===== src/rtl/fetch_sequencer.sv =====
// Instruction-fetch and program-flow sequencer: fetches over a req/valid memory port,
// issues to decode over valid/ready, and redirects the PC through a writable jump LUT.
module fetch_sequencer #(
    parameter int                  PC_W       = 12,
    parameter int                  INSTR_W    = 9,
    parameter int                  JLUT_DEPTH = 32,
    parameter int                  END_PC     = 219,
    parameter logic [INSTR_W-1:0]  HALT_CODE  = {INSTR_W{1'b1}},
    localparam int                 JP_W       = $clog2(JLUT_DEPTH)
) (
    input  logic               clk,
    input  logic               reset,
    output logic               imem_req,
    output logic [PC_W-1:0]    imem_addr,
    input  logic               imem_valid,
    input  logic [INSTR_W-1:0] imem_data,
    output logic [INSTR_W-1:0] instr,
    output logic               instr_valid,
    input  logic               instr_ready,
    input  logic               jen,
    input  logic               brc_j,
    input  logic [JP_W-1:0]    jptr,
    input  logic               lut_we,
    input  logic [JP_W-1:0]    lut_waddr,
    input  logic [PC_W-1:0]    lut_wdata,
    output logic [PC_W-1:0]    pc,
    output logic               done
);

    typedef enum logic [1:0] {IDLE, FETCH, ISSUE, HALT} state_t;

    localparam bit            END_EN  = (END_PC != 0);
    localparam logic [PC_W:0] END_LIM = (PC_W+1)'(END_PC);

    state_t            state;
    state_t            next_state;
    logic [PC_W-1:0]   jlut [JLUT_DEPTH];
    logic [PC_W-1:0]   npc;
    logic              handshake;
    logic              is_halt_code;
    logic              jump_taken;
    logic              past_end;

    assign handshake    = (state == ISSUE) && instr_ready;
    assign is_halt_code = (instr == HALT_CODE);
    assign jump_taken   = jen && brc_j;
    assign imem_addr    = pc;

    // The LUT read is combinational on the registered array, so a same-cycle write
    // to the entry being read is seen only on the following cycle.
    always_comb begin
        npc = pc + 1'b1;
        if (jump_taken) begin
            npc = jlut[jptr];
        end
    end

    assign past_end = END_EN && ({1'b0, npc} >= END_LIM);

    always_ff @(posedge clk or posedge reset) begin
        if (reset) begin
            state <= IDLE;
        end else begin
            state <= next_state;
        end
    end

    always_comb begin
        next_state = state;
        case (state)
            IDLE:  next_state = FETCH;
            FETCH: begin
                if (imem_valid) begin
                    next_state = ISSUE;
                end
            end
            ISSUE: begin
                if (handshake) begin
                    if (is_halt_code || past_end) begin
                        next_state = HALT;
                    end else begin
                        next_state = FETCH;
                    end
                end
            end
            HALT:    next_state = HALT;
            default: next_state = IDLE;
        endcase
    end

    always_comb begin
        imem_req    = 1'b0;
        instr_valid = 1'b0;
        done        = 1'b0;
        case (state)
            FETCH:   imem_req    = 1'b1;
            ISSUE:   instr_valid = 1'b1;
            HALT:    done        = 1'b1;
            default: ;
        endcase
    end

    // A halt instruction freezes the PC on itself; a past-end target is still committed.
    always_ff @(posedge clk or posedge reset) begin
        if (reset) begin
            pc    <= '0;
            instr <= '0;
        end else begin
            if ((state == FETCH) && imem_valid) begin
                instr <= imem_data;
            end
            if (handshake && !is_halt_code) begin
                pc <= npc;
            end
        end
    end

    always_ff @(posedge clk or posedge reset) begin
        if (reset) begin
            for (int i = 0; i < JLUT_DEPTH; i++) begin
                jlut[i] <= '0;
            end
        end else if (lut_we) begin
            jlut[lut_waddr] <= lut_wdata;
        end
    end

endmodule


===== config.mk =====
export PLATFORM = sky130hd
export DESIGN_NAME = fetch_sequencer
export DESIGN_NICKNAME = d
export VERILOG_FILES = /design/src/rtl/fetch_sequencer.sv
export SDC_FILE = /design/constraint.sdc
export NUM_CORES = 1
export LEC_CHECK = 0
export ABC_AREA = 1
export ABC_CLOCK_PERIOD_IN_PS = 15700
export CORE_ASPECT_RATIO = 0.6
export CORE_MARGIN = 2
export CORE_UTILIZATION = 53
export CTS_CLUSTER_SIZE = 12
export DETAILED_ROUTE_END_ITERATION = 10
export GPL_TIMING_DRIVEN = 0
export PLACE_DENSITY = 0.72
export SLEW_MARGIN = 40
export SYNTH_ARGS = -nofsm -noshare
export SYNTH_HDL_FRONTEND = slang
export SYNTH_SLANG_ARGS = --single-unit

===== constraint.sdc =====
create_clock -name clk -period 15.7 [get_ports clk]
set_input_delay 2.355 -clock clk [delete_from_list [all_inputs] [get_ports clk]]
set_output_delay 2.355 -clock clk [all_outputs]
set_load 0.05 [all_outputs]

==> results.yml <==
synthesis:
  syn_area_mm2: 0.0188
  async_reset_ff_share_pct: 100
  synth_edf_count: 0
  avgSynthCellArea_um2: 8.04
  synthFlopType: "dfrtp_1"
  ys_types: 32
  ys_ff_latch: 407
  ys_seq_area_share_pct: 54.1
  syn_inst: 2340
  syn-num-nets: 2379
  yosysWarnings: 0
power:
  comb_power_share_pct: 20.0
  p_clk_share_pct: 32.6
  max-vdd-ir-drop_mv: 0.112
  seqPwrFrac_pct: 47.4
  intPower_w: 0.00197
  power_density_mw_per_mm2: 135
  p_switching_w: 0.000937
  p_leak_nw: 10.0
  p_sw_share_pct: 32.3
placement:
  place_area_mm2: 0.0203
  io_buffers: 71
  gp_congestion: 1.04
  hpwl_um: 56500
die:
  die_width_um: 247
  initial_core_util_pct: 53.7
  design.die.area_mm2: 0.0371
  io_pins: 74
  die_y_um: 150
  core_area_mm2: 0.0350
  rows: 53
worst_setup_path:
  path_cells: "clkdlybuf4s50_1, inv_2, buf_4, buf_2, nand2_1, nand3_1, nand3_1, nand2_1, nand2_1, nand3_1, o211ai_1, nand2_1, nor2_1, nand2_1, nor2_1, nand2_1, nand2_1, nand2_1"
  end_kind: "register"
  cp-startpoint: "jptr[0]"
  critPathTopFamily: "simple AND/OR/NAND/NOR gates"
  path_buf_inv: 4
  worstSetupPathType: "in -> reg"
  startpoint_type: "primary input"
  rr_startpoint: "imem_addr[0]$_DFFE_PP0P_"
  required_ns: 16.15
  cp_max_fo: 10
  path_common_cell: "nand2_1"
  critical_path_arrival_ns: 5.15
  slowest_delay_ns: 0.52
  critPathSlowestCell: "clkdlybuf4s50_1"
sta:
  finalSetupViolCount: 0
  finalHoldViolCount: 0
  rsz0062_at_grt: "no"
  max_freq_mhz: 213
  clock_skew_ns: 0.0192
  period_needed_ns: 4.70
  drv_slew: 0
  post-route-period-util_pct: 29.9
  whs_ns: 0.486
  maxSlewHeadroom_pct: 37.8
  tightestPinTransition_ns: 0.933
cts:
  cts.path.max_buffers: 3
  worstSkewPairLatency_ns: 0.57
  path_clk_slew_ns: 0.06
  cts_sinks: 407
  post-cts-setup-buffers: 0
  htreeDepth: 2
  cts-root-buf: "clkbuf_16"
  ctsHoldBuffers: 0
  cts_made_buffers: 41
  post_cts_resized: 0
  cts_tree: "built"
detailed_routing:
  avgRoutedWirePerCell_um: 27.2
  initialDrtViolationCount: 3059
  routed_wl_um: 80100
  first_pass_iters: 7
  drc_errors: 0
  vias_per_cell: 6.32
  ant_nets: 0
  via_count: 18600
global_route:
  grt_max_degree: 78
  track_usage_pct: 43.8
  antenna_found_initial: 5
  grt_pass1_vias: 17300
  grt_overflow_total: 0
  grt_pass1_wl_um: 116000
worst_hold_path:
  hold_path_class: "reg -> reg"
  min-delay-start: "jlut[78]$_DFFE_PP0P_"
finish:
  drive_gt1_share_pct: 6.82
  layout.nets: 2500
  area_delta_synth_final_pct: 14.3
  mostFrequentLayoutCell: "nand2_1"
  num-fill-cells: 3160
  fin_util_pct: 61.4
  final_cell_area_mm2: 0.0215
  most-common-layout-cells: "771 x nand2_1, 407 x dfrtp_1, 392 x o21ai_0, 236 x nand3_1, 131 x nor2_1"
run_status:
  status: "finished clean"
job:
  cap_viol_max_count: 0
==> final cells by class <==
type,instances,area (um^2),area share [%]
Clock inverter,3,18.8,0.0873
Inverter,55,215,1.00
Multi-Input combinational cell,1682,7480,34.8
Sequential cell,407,10200,47.4
Clock buffer,56,1180,5.51
Tap cell,467,584,2.72
Timing Repair Buffer,78,858,3.99
Buffer,196,970,4.51
Antenna cell,1,2.50,0.0116
==> flip-flops by register name, indices dropped and copies added (netlist names) <==
name       cells
imem_addr     12
state          2
jlut         384
instr          9
==> power by group through the flow <==
stage                     sequential (W)  combinational [W]  clock (W)
final                            0.00138           0.000581   0.000946
after global routing             0.00139           0.000637   0.000985
after CTS                        0.00137           0.000561   0.000942
after detailed placement         0.00138           0.000560          0
after global placement           0.00138           0.000536          0
after floorplan                  0.00137           0.000347          0
==> cell usage after synthesis, types with 2 or more instances <==
cell type,n,area share [%]
a21oi_1,67,1.8
a31oi_1,2,0.066
buf_1,3,0.060
buf_2,50,1.3
buf_4,22,0.88
buf_6,11,0.66
clkbuf_1,109,2.2
dfrtp_1,407,54
inv_1,51,1.0
inv_2,2,0.040
mux2_2,9,0.54
nand2_1,771,15
nand3_1,236,6.3
nand3b_1,3,0.12
nand4_1,3,0.10
nor2_1,131,2.6
nor3_1,11,0.29
nor3_2,2,0.11
o211ai_1,6,0.24
o21ai_0,392,10
o21ai_1,17,0.45
o221ai_1,4,0.19
o22ai_1,21,0.70
or2_2,2,0.066
==> kinds of logic after synthesis <==
logic type / synth area share (%)
buffers and inverters: 6.23
adder cells (fa/ha/maj): 0.0665
multiplexers: 0.539
flip-flops: 54.1
AND/OR/NAND/NOR: 25.0
AO/OA/AOI/OAI: 14.0
==> worst min-delay path: stages (launching register included) <==
cell and delay, ns:
dfrtp_1 0.34, nand2_1 0.05, o21ai_0 0.06
==> metrics by stage <==
stage | total power, W | TNS (ns) | setup slack, ns | std cells
6_report | 0.00290 | 0 | 11.00 | 2945
2_1_floorplan | 0.00172 | 0 | 2.02 | 2340
4_1_cts | 0.00287 | 0 | 11.10 | 2944
5_1_grt | 0.00302 | 0 | 10.90 | 2944
3_3_place_gp | 0.00192 | -1096.58 | -2.76 | 2878
3_5_place_dp | 0.00194 | 0 | 10.55 | 2885
==> worst paths after layout <==
check / to / cells past startpoint / slack [ns]
max: state[1]$_DFFE_PP0P_ / 18 / 11.00
min: jlut[78]$_DFFE_PP0P_ / 2 / 0.49
max reg2reg: state[1]$_DFFE_PP0P_ / 15 / 13.44
min reg2reg: jlut[78]$_DFFE_PP0P_ / 2 / 0.49
max in group asynchronous: jlut[348]$_DFFE_PP0P_ / 4 / 12.38
min in group asynchronous: jlut[212]$_DFFE_PP0P_ / 2 / 2.24
==> metal layers <==
layer / GRT usage [%] / part of all wire, % / vias up
met4: 16.4 / 4.2 / 0
met5: 0 / 0 / -
met3: 20.8 / 17 / 201
li1: - / - / 7920
met2: 55.9 / 37 / 1490
met1: 63.6 / 41 / 8998
(Power assumes the default switching activity.)
